$ cat src/rtl/buffer_reader.sv
// ============================================================================
//  Module   : buffer_reader
//  Purpose  : Drains a registered-head FIFO into a framed, strobed word stream
//             with optional inter-word gap, backpressure and boundary halt.
//             Define BUFFER_READER_COUNT_EN to build the word_count register.
//  Revision : 1.0  initial release
// ============================================================================
`default_nettype none

module buffer_reader #(
    parameter int WIDTH       = 32,
    parameter int PKT_LEN     = 16,
    parameter int LOG_PKT_LEN = 4,
    parameter int GAP         = 0
) (
    input  logic             clk,
    input  logic             rst_n,
    input  logic             in_full,
    input  logic [WIDTH-1:0] in_data,
    output logic             in_delete,
    input  logic             out_ready,
    input  logic             halt,
    output logic             out_nd,
    output logic [WIDTH-1:0] out_data,
    output logic             out_first,
    output logic             out_last,
    output logic             halted,
    output logic [31:0]      word_count
);

    typedef enum logic [1:0] {
        S_RUN    = 2'd0,
        S_GAP    = 2'd1,
        S_HALTED = 2'd2
    } state_t;

    localparam logic [LOG_PKT_LEN-1:0] c_pkt_last = LOG_PKT_LEN'(PKT_LEN - 1);
    localparam logic [7:0]             c_gap_load = (GAP > 0) ? 8'(GAP - 1) : 8'd0;

    state_t                 r_state;
    state_t                 w_state_nxt;
    logic [LOG_PKT_LEN-1:0] r_pkt_cnt;
    logic [LOG_PKT_LEN-1:0] w_pkt_cnt_nxt;
    logic [7:0]             r_gap_cnt;
    logic [7:0]             w_gap_cnt_nxt;
    logic                   w_take;
    logic                   w_pkt_first;
    logic                   w_pkt_last;

    logic                   r_out_nd;
    logic [WIDTH-1:0]       r_out_data;
    logic                   r_out_first;
    logic                   r_out_last;

    assign w_pkt_first = (r_pkt_cnt == '0);
    assign w_pkt_last  = (r_pkt_cnt == c_pkt_last);

    // The stale-head cycle after a take only matters when GAP>0, and then the
    // GAP (or HALTED) state already occupies it, so no separate block flag.
    always_comb begin
        w_state_nxt   = r_state;
        w_pkt_cnt_nxt = r_pkt_cnt;
        w_gap_cnt_nxt = r_gap_cnt;
        w_take        = 1'b0;
        case (r_state)
            S_RUN: begin
                w_take = in_full && out_ready;
                if (w_take) begin
                    w_pkt_cnt_nxt = w_pkt_last ? '0 : r_pkt_cnt + 1'b1;
                    if (halt && w_pkt_last) begin
                        w_state_nxt = S_HALTED;
                    end else if (GAP > 0) begin
                        w_state_nxt   = S_GAP;
                        w_gap_cnt_nxt = c_gap_load;
                    end
                end else if (halt && w_pkt_first) begin
                    w_state_nxt = S_HALTED;
                end
            end
            S_GAP: begin
                if (r_gap_cnt == 8'd0) begin
                    w_state_nxt = S_RUN;
                end else begin
                    w_gap_cnt_nxt = r_gap_cnt - 8'd1;
                end
            end
            S_HALTED: begin
                if (!halt) begin
                    w_state_nxt = S_RUN;
                end
            end
            default: begin
                w_state_nxt = S_RUN;
            end
        endcase
    end

    always_ff @(posedge clk or negedge rst_n) begin
        if (!rst_n) begin
            r_state     <= S_RUN;
            r_pkt_cnt   <= '0;
            r_gap_cnt   <= 8'd0;
            r_out_nd    <= 1'b0;
            r_out_data  <= '0;
            r_out_first <= 1'b0;
            r_out_last  <= 1'b0;
        end else begin
            r_state     <= w_state_nxt;
            r_pkt_cnt   <= w_pkt_cnt_nxt;
            r_gap_cnt   <= w_gap_cnt_nxt;
            r_out_nd    <= w_take;
            r_out_first <= w_take && w_pkt_first;
            r_out_last  <= w_take && w_pkt_last;
            if (w_take) begin
                r_out_data <= in_data;
            end
        end
    end

    // Gated with reset so the buffer is never popped while the block is held.
    assign in_delete = w_take && rst_n;
    assign out_nd    = r_out_nd;
    assign out_data  = r_out_data;
    assign out_first = r_out_first;
    assign out_last  = r_out_last;
    assign halted    = (r_state == S_HALTED);

`ifdef BUFFER_READER_COUNT_EN
    logic [31:0] r_word_count;

    always_ff @(posedge clk or negedge rst_n) begin
        if (!rst_n) begin
            r_word_count <= 32'd0;
        end else if (w_take) begin
            r_word_count <= r_word_count + 32'd1;
        end
    end

    assign word_count = r_word_count;
`else
    assign word_count = 32'd0;
`endif

endmodule

`default_nettype wire

$ cat config.mk
export PLATFORM = sky130hd
export DESIGN_NAME = buffer_reader
export DESIGN_NICKNAME = d
export VERILOG_FILES = /design/src/rtl/buffer_reader.sv
export SDC_FILE = /design/constraint.sdc
export NUM_CORES = 1
export LEC_CHECK = 0
export CAP_MARGIN = 5
export CORE_MARGIN = 5
export CORE_UTILIZATION = 38
export DETAILED_ROUTE_END_ITERATION = 12
export PLACE_DENSITY = 0.81
export SLEW_MARGIN = 20
export SYNTH_ARGS = -nofsm -noshare
export SYNTH_HDL_FRONTEND = slang
export SYNTH_SLANG_ARGS = --single-unit
$ cat constraint.sdc
create_clock -name clk -period 1.7 [get_ports clk]
set_input_delay 0.51 -clock clk [delete_from_list [all_inputs] [get_ports clk]]
set_output_delay 0.51 -clock clk [all_outputs]
set_load 0.03 [all_outputs]
# --- Yosys cells after proc, flatten, opt, wreduce, memory -nomap -nowiden ---
# Cells that the tools add are included.
totals:
  ff_bits: 49
  latchBits: 0
  ram_bits: 0
  rom_bits: 0
  in_bits: 37
  out_inout_bits: 69
  wordCells: 37
  memories: 0
op_classes:
  add_sub_neg: 2
  multipliers: 0
  n_div: 0
  magnitude_cmp: 0
  eq_ne: 7
  n_shift: 0
  muxes: 8
  n_bitwise: 1
  reduce_logical: 12
ops:
  columns: ["cell", "count"]
  rows:
  - ["$mux W2", 5]
  - ["$logic_not A8 Y1", 1]
  - ["$sub A8 B1 Y8 const B", 1]
  - ["$logic_and A1 B1 Y1", 6]
  - ["$ne A3 B3 Y1 const B", 2]
  - ["$pmux W2 S3", 1]
  - ["$add A4 B1 Y4 const B", 1]
  - ["$eq A4 B4 Y1 const B", 1]
  - ["$logic_not A4 Y1", 1]
  - ["$mux W4", 1]
  - ["$ne A2 B2 Y1 const B", 2]
  - ["$reduce_and A2 Y1", 2]
  - ["$reduce_and A4 Y1", 1]
  - ["$eq A2 B1 Y1 const B", 1]
  - ["$eq A2 B2 Y1 const B", 1]
  - ["$logic_not A2 Y1", 1]
  - ["$mux W1", 1]
  - ["$not A1 Y1", 1]

# --- Depth between registers and ports, before layout ---
depth:
  ltp_word: 5
  mapped_depth: 6
  depth_no_buf: 4

# --- Worst setup path after synthesis ---
# OpenSTA, ideal clock, no wires.
synth_path:
  path_kind: "register -> output"
  startpoint: "reg r_state[1]"
  endpoint: "out in_delete"
  t_arrival_ns: 1.216
  t_required_ns: 1.190
  slack_ns: -0.026
  path_stages_with_launch: 5
  path_buffers: 1
  path_cell_list: "dfrtp_1 nand3b_4 inv_2 buf_6 and2_1"
synth_between:
  elab_chain_len: 3
synth_lines:
  columns: ["item", "line", "rtl"]
  rows:
  - ["start: declaration", "40", "state_t r_state;"]
  - ["start signal: assignment", "108", "r_state <= w_state_nxt;"]
  - ["$logic_not A2 Y1", "65", "case (r_state)"]
  - ["$mux W1", "65", null]
  - ["$logic_and A1 B1 Y1", "121", "assign in_delete = w_take && rst_n;"]
  - ["end: declaration", "20", "output logic in_delete,"]
# No other way between the ends.

# --- Final worst setup path ---
# Ends and elaborated chain as after synthesis.

==> summary.md <==
| Metric | Value |
|---|---|
| Status | complete, no violations |
| Area contributors post-synth | dfrtp_1 (55%), nand2_1 (21%), buf_4 (13%) |
| WL final | 4060 µm |
| Mean post-synth cell area | 9.01 µm² |
| Final core occ | 54.0% |
| Flop-to-flop setup slack | 0.33 ns |
| Synth area leader | dfrtp_1 |
| MaxCap Viol Count | 0 |
| Synthesis-stage register bit count | 40 |
| Router iterations before antenna repair | 4 |
| Worst setup margin | 0.0426 ns |
| RSZ-0062 raised after global routing | true |
| Layout Nets | 316 |
| Worst R2R Path Depth | 5 |
| Critical Path RT | 1.19 ns |
| Finished Cell Area | 2510 µm² |
| CP max stage delay | 0.40 ns |
| Finished Layout Cells | 332 |
| Crit path from | r_state[1]$_DFFE_PN0P_ |
| H-tree level count | 2 |
| Clock transition at path regs | 0.08 ns |
| Cell Chain, Critical Path | nand3b_4, inv_2, and2_4, buf_6 |
| Startpoint Class | flop |
| Total track usage | 13.0% |
| Worst setup EP type | output port |
| Final HPWL DP | 3010 µm |
| Max Clock Freq | 0.603 GHz |
| Number of I/O pins | 106 |
| Clock buffer depth | 2 |
| # fillers | 451 |
| Initial Util | 38.8% |
| Vias | 1,411 |
| Die width | 79.0 µm |
| Crit path DAT | 1.15 ns |
| CTS tree | built |
| CTS Buf Count | 5 |
| Most common cell after layout, fill and taps aside | nand2_1 |
| Vias per Instance | 4.25 |
| Core box area | 4660 µm² |
| FP Rows | 25 |
| First-pass GRT wire length | 6400 µm |
| Pin count of the biggest net entering global routing | 41 |
| Worst flop-to-flop path endpoint | r_state[1]$_DFFE_PN0P_ |
| R2R Path Start | r_state[1]$_DFFE_PN0P_ |
| Routed WL per cell | 12.2 µm |
| Antenna Cells | 0 |
| I/O Buffers | 73 |
| Gate Count Post-Synth | 201 |
| Post-Syn Area | 1810 µm² |
| WHS | 0.303 ns |
| Worst VDD drop | 542 µV |
| CP Max Fanout | 3 |
| Layout area overhead | 38.9% |
| Synth warnings | 0 |
| CP Class | reg -> out |
| Number of distinct library cells after synthesis | 23 |
| RePlAce Congestion | 0.771 |
| Worst Tran Pin Value | 0.515 ns |
| Root Driver | clkbuf_8 |
| Final max-slew violation count | 0 |
| Hold Path Class | in -> async |
| Grt ovf | 0 |
| PwrDens | 1320 nW/µm² |
| Fin Clk Skew | 0.00750 ns |
| Tmin final | 1.66 ns |
| Leak | 1.40 nW |
| DR iter-0 viols | 46 |
| Die area | 6240 µm² |
| Period utilisation layout | 97.5% |
| Vias in the first global route | 1,351 |
| Placed Instance Area | 2460 µm² |
| Die height | 79.0 µm |
| Relative slew slack | 65.6% |
| Yosys top cell area share | 55.3% |
| Register area share after synthesis | 55.3% |
| Dpl cells | 324 |
| Final ANT Viol Nets | 0 |
| Most frequent cells in the layout | nand2_1 (101), dfrtp_1 (40), dlygate4sd2_1 (36) |
| Post-CTS Hold Buffers | 0 |
| Critical path's slowest cell | dfrtp_1 |
| Setup-failing EPs final | 0 |
| Clock latency on the worst-skew pair | 0.28 ns |
| Setup Slack @ Placement | -0.289 ns |
| Post-route DRC | 0 |
| Clock Sinks | 40 |
| Ratio of cells with drive above 1 in the final layout | 5.76% |
| Initial antenna violation count | 0 |
| Final hold violation count | 0 |
## per-layer routing
metal  track usage [%]  vias up  part of all wire [%]
met4              3.44        0                  0.34
li1                  -      701                     -
met1              14.1      657                    39
met3              5.56        2                   7.9
met5                 0        -                     0
met2              23.2       51                    52
## cell usage after synthesis (all sizes together)
cell type / n
a21oi: 1
nor2: 2
nand2: 101
clkbuf: 1
xnor2: 1
inv: 4
ha: 2
nand3b: 1
a221o: 1
nand3: 1
o31ai: 1
conb: 1
o41ai: 1
buf: 38
o21ai: 2
and2: 1
and3: 2
dfrtp: 40
## logic make-up after synthesis
group | after synthesis | synth area share [%]
compound gates | 6 | 2.28
flops | 40 | 55.3
fa+ha+maj | 2 | 1.38
simple gates | 108 | 23.8
other cells | 1 | 0.207
xor+xnor | 1 | 0.484
buf+inv | 43 | 16.6
## sequential cells by signal (all words and copies together) (netlist names)
name	count
out_first	1
out_last	1
r_state	1
out_data	32
out_nd	1
r_pkt_cnt	4
## worst max path at each step
stage / cells past startpoint / endpoint
after CTS: 5 / in_delete
after floorplan: 4 / in_delete
after global placement: 5 / in_delete
final: 4 / in_delete
after global routing: 4 / in_delete
after detailed placement: 6 / r_state[1]$_DFFE_PN0P_
## critical path: cells and delay by family, from the launching register on
family	cells	cell delay, ns
buf+inv	2	0.18
flops	1	0.40
simple gates	2	0.30
## stage by stage
stage	TNS, ns	power (mW)
4_1_cts	0	3.37
6_report	0	3.31
2_1_floorplan	0	2.29
5_1_grt	-0.0237	3.53
3_5_place_dp	-5.50	2.88
3_3_place_gp	-3.76	2.84
## where the power goes
part	switching, mW	total, mW	internal (mW)
sequential	0.159	1.37	1.21
clock	0.297	0.628	0.331
combinational	0.879	1.32	0.440
total	1.34	3.31	1.98
## layout make-up
cell class / instances / area (µm²) / area share, %
clock buffer: 8 / 90.1 / 3.58
inverter: 4 / 15.0 / 0.597
multi-input combinational: 149 / 628 / 25.0
tap: 54 / 67.6 / 2.69
timing repair buffer: 77 / 713 / 28.4
sequential: 40 / 1000 / 39.8
## repair_timing
item	4_1_cts	5_1_grt
setup endpoints to repair	37	1
setup buffers	0	0
gates resized for setup	42	1
pin swaps	0	1
Note: power is estimated with default switching activity, not from simulation.
==> patch 1: new RTL, same settings <==
Build with the macro `BUFFER_READER_COUNT_EN` defined.
--- a/src/rtl/buffer_reader.sv
+++ b/src/rtl/buffer_reader.sv
@@ -7,4 +7,6 @@
 // ============================================================================
 `default_nettype none
+
+`define BUFFER_READER_COUNT_EN
 
 module buffer_reader #(
Check against the original RTL: not equivalent (a bounded check fails within 4 cycles, from zero or initial values and one cycle with rst_n low).
==> patch 1 against the original RTL <==
  * Utilization rose by 9.4 points
  * Sequential power rose by 72%
  * Synthesized cell count rose by 54%
  * The run now ends with setup timing left
  * Via count rose by 96%
  * Sequential cell count rose by 32
  * Global-route usage rose by 3.9 points
  * Non-clock buffer count rose by 72
  * Cell area rose by 96%
  * Wire length rose by 120%
  * Synthesized area rose by 68%
  * Sequential share of layout area fell by 3.0 points
  * Critical path type unchanged
  * Largest cell class unchanged
  * Total power rose by 73%
  * Setup slack got worse by 190 ps
==> patch 1: results (changes against the original RTL) <==
ys flop type=dfrtp_1; Sw Pwr=2.20 mW (+65%); largest net degree at the start of global routing=73 (+78%); leakage=2.64 nW (+88%); CP max-delay cell=dfrtp_2; DR vias=2767 (+96%); later-pin clock latency in the skew report=340 ps (+60 ps); syn_area_per_cell=9.82 sq um (+9.1%); setup tns final=-486 ps (-486 ps); r2r endpoint=word_count[20]; failing checks=setup timing; GPL Wtd Cong=0.811 (+5.3%); IO Port Bufs=105 (+44%); outcome=complete, but fails checks; first-pass GRT wire length=13.3 mm (+110%); async set-or-reset flop fraction in the synthesized netlist=1.00 (unchanged); max_slew headroom=0.405 (-0.251); placed insts=535 (+65%); root buffer cell=clkbuf_8; initial drt markers=91 (+98%); worst reg2reg path depth=6 (+1); Worst Skew=14.6 ps (+7.08 ps); reg-to-reg setup timing slack=-90 ps (-420 ps); top area cells in the synthesized netlist=dfrtp_1 59%, nand2_1 15%, xnor2_1 5.5%; Via density=4.88 (+15%); cts hold-fix bufs=0 (unchanged); pre-CTS setup slack=-554 ps (-265 ps); # nets final=500 (+58%); Global Route met1 Usage=0.198 (+0.0565); Yosys cell types=25 (+8.7%); CP startpoint kind=flop; met3 Use GR=0.0540 (-0.00156); Peak VDD IR=0.673 mV (+24%); final setup vio count=9 (+9); crit path DAT=1340 ps (+190 ps); CTS Buf Count=9 (+4); # fillers=647 (+43%); Worst R2R Start=word_count[11]; drt wl/cell=15.5 um (+27%); GRT Total Usage=0.169 (+0.0385); Global Route met2 Usage=0.285 (+0.0523); sequential-to-total area share from yosys stat=0.594 (+0.0407); Post-DP HPWL=5.93 mm (+97%); setup ws final=-152 ps (-194 ps); H-tree depth=3 (+1); total nets after synthesis=349; layout cells sized above 1=0.230 (+0.173); synth cell count leaders=119 x nand2_1, 72 x dfrtp_1, 19 x xnor2_1
[patch 1: cell count changes in the layout (fill, tap and decap cells not counted), sizes merged, moves of 13 or more]
cell         change
buf             +44
xnor2           +18
xor2            +13
dlygate4sd2     +14
conb            -32
nand2           +18
dfrtp           +32
[patch 1: power by group through the flow]
stage	registers (mW)	logic [mW]	clock network (mW)
floorplan	3.03	0.491	0
global placement	2.39	2.12	0
detailed placement	2.41	2.18	0
CTS	2.37	1.98	1.30
global route	2.41	2.27	1.37
finish	2.36	2.11	1.28
[patch 1: layout make-up]
class | count | area share
timing repair buffer | 149 | 0.275
inverter | 8 | 0.00636
sequential | 72 | 0.368
tap | 102 | 0.0259
clock buffer | 11 | 0.0267
multi-input combinational | 220 | 0.287
clock inverter | 5 | 0.0102
[patch 1: logic make-up after synthesis]
group                      synth area share
AOI/OAI and AO/OA                    0.0140
DFF                                   0.594
and+or+nand+nor                       0.266
buffers and inverters                0.0214
adders and majority gates            0.0124
xor gates and xnor gates             0.0923
[patch 1: per-layer routing]
| metal | vias to the layer above | wire (um) | share of wire |
|---|---|---|---|
| li1 | 1313 | - | - |
| met1 | 1339 | 3510 | 0.40 |
| met2 | 97 | 4430 | 0.50 |
| met3 | 18 | 640 | 0.073 |
| met4 | 0 | 206 | 0.023 |
| met5 | - | 0 | 0 |
[patch 1: worst max path at each step]
| stage | end | cells past startpoint |
|---|---|---|
| after detailed placement | word_count[20] | 7 |
| after global placement | word_count[20] | 7 |
| final | in_delete | 4 |
| after floorplan | in_delete | 4 |
| after global routing | in_delete | 4 |
| after CTS | in_delete | 4 |
[patch 1: stage by stage]
stage / hold slack, ps / instance area (sq um) / util
2_1_floorplan: 214 / 3060 / -
6_report: 391 / 4920 / 0.633
3_5_place_dp: 463 / 4440 / 0.572
4_1_cts: 437 / 4670 / 0.601
5_1_grt: 484 / 4920 / 0.633
3_3_place_gp: 457 / 4440 / 0.572
[patch 1: timing repair]
action | 4_1_cts | 5_1_grt
endpoints found under the setup margin | 89 | 38
buffers inserted | 3 | 14
cloned | 1 | 0
pin swaps | 9 | 24
resized for setup | 96 | 48
[patch 1: worst max-delay path: cells and delay by family, from the launching register on]
kind                   cells  cell delay (ps)
buffers and inverters      2              200
and+or+nand+nor            2              380
DFF                        1              400
==> patch 2: new RTL, same flow settings <==
Without the edit above. The 3 states of `state_t` get a one-hot encoding in 3 bits.
--- a/src/rtl/buffer_reader.sv
+++ b/src/rtl/buffer_reader.sv
@@ -29,8 +29,8 @@
 );
 
-    typedef enum logic [1:0] {
-        S_RUN    = 2'd0,
-        S_GAP    = 2'd1,
-        S_HALTED = 2'd2
+    typedef enum logic [2:0] {
+        S_RUN    = 3'b001,
+        S_GAP    = 3'b010,
+        S_HALTED = 3'b100
     } state_t;
 
Check against the original RTL: no difference found for any inputs over 10 cycles, from zero or initial values and one cycle with rst_n low; not proved beyond that.
==> patch 2 against the original RTL <==
  * The flow now finishes with violations (setup timing)
  * Fmax down 7.5%
  * Synthesized area rose by 3.0%
  * Critical path type unchanged
  * Clock power up 27%
  * Cell area increased by 5.2%
  * Largest power group is now combinational logic
  * Sequential cell count increased by 1
  * Count of clock-buffer cells in the layout is 2 lower
  * Wire length up 0.84%
  * Sequential share of layout area is 0.98 points lower
  * Setup slack got worse by 140 ps
  * Via count increased by 2.4%
  * Total power rose by 21%
==> patch 2: results (changes against the original RTL) <==
outcome=complete, but fails checks; failing checks=setup timing; reg-to-reg setup timing slack=100 ps (-230 ps); Worst Skew=6.21 ps (-1.29 ps); Global Route met1 Usage=0.141 (-0.000490); met1 WL=1.61 mm (+1.3%); drt total wl=4.10 mm (+0.84%); leakage=1.44 nW (+2.7%); WL met3=335 um (+4.0%); first-pass GRT wire length=6.50 mm (+1.6%); warnings from Yosys=0 (unchanged); setup ws final=-92.6 ps (-135 ps); # fillers=448 (-0.67%); initial drt markers=38 (-17%); adder-cell area share of the yosys netlist=0.0134 (-0.000399); async set-or-reset flop fraction in the synthesized netlist=1.00 (unchanged); layout cells sized above 1=0.0883 (+0.0308); GPL Wtd Cong=0.699 (-9.2%); synth cell count leaders=98 x nand2_1, 40 x dfrtp_1, 32 x buf_4; Post-Synth XOR/XNOR Area=0.00470 (-0.000140); # nets final=321 (+1.6%); clock slew at reported path FFs=70 ps; Peak VDD IR=0.521 mV (-3.9%); Via density=4.13 (-2.9%); largest net degree at the start of global routing=42 (+2.4%); CP max-delay cell=dfstp_2; Global Route met2 Usage=0.234 (+0.00195); crit path DAT=1280 ps (+130 ps); Post-DP HPWL=3.08 mm (+2.5%); Worst R2R Start=r_pkt_cnt[0]; met2 wire length=2.08 mm (-2.6%); Yosys cell types=23 (unchanged); top layer in use=met4; complex-gate fraction of the synthesized area=0.0383 (+0.0154); delay-heaviest family, CP=flip-flops; antenna cells=0 (unchanged); sequential-to-total area share from yosys stat=0.551 (-0.00186); r2r endpoint=r_state[2]; GRT Total Usage=0.129 (-0.000933); final setup vio count=1 (+1); setup tns final=-92.6 ps (-92.6 ps); met3 Use GR=0.0305 (-0.0251); Max stage delay on crit path=570 ps (+170 ps); worst reg2reg path depth=5 (unchanged); top area cells in the synthesized netlist=dfrtp_1 54%, nand2_1 20%, buf_4 13%; hold slack=289 ps (-14.6 ps); later-pin clock latency in the skew report=290 ps; vias in the first global route=1427 (+5.6%)
patch 2: final cells by class:
class                   count  area [sq um]  share of cell area
multi-input cells         150           669               0.253
clock inverters             2          37.5              0.0142
well taps                  67          83.8              0.0317
inverters                   5          18.8             0.00709
clock buffers               6          82.6              0.0312
repair buffers             79           727               0.275
flip-flops and latches     41          1030               0.388
patch 2: stage by stage:
| stage | setup WS [ps] | util | cells | instance area (sq um) |
|---|---|---|---|---|
| 2_1_floorplan | 13.7 | - | 235 | 1980 |
| 3_3_place_gp | -299 | 0.537 | 341 | 2550 |
| 3_5_place_dp | -335 | 0.537 | 341 | 2550 |
| 4_1_cts | -104 | 0.554 | 349 | 2630 |
| 5_1_grt | -143 | 0.557 | 350 | 2650 |
| 6_report | -92.6 | 0.557 | 350 | 2650 |
patch 2: repair_timing:
item                                   4_1_cts  5_1_grt
cloned                                       0        0
gates resized for setup                     39        3
pin swaps                                    2        0
buffers inserted                             0        1
endpoints found under the hold margin        0        0
setup endpoints to repair                   36        3
patch 2: kinds of logic after synthesis:
| family | Yosys count |
|---|---|
| buf+inv | 44 |
| compound gates | 8 |
| flops | 41 |
| other cells | 1 |
| xor+xnor | 1 |
| fa+ha+maj | 2 |
| simple gates | 107 |
patch 2: how the worst max path moves through the flow:
stage	cells past startpoint	start	end	slack, ps
floorplan	4	r_state[0]	in_delete	10
global route	4	r_state[0]	in_delete	-140
finish	4	r_state[0]	in_delete	-90
CTS	4	r_state[0]	in_delete	-100
detailed placement	5	in_full	in_delete	-330
global placement	5	in_full	in_delete	-300
patch 2: power breakdown:
part	switching (mW)	internal (mW)	leakage, nW
clock	0.318	0.477	0.0574
combinational	1.13	0.568	0.874
sequential	0.198	1.31	0.510
total	1.65	2.36	1.44
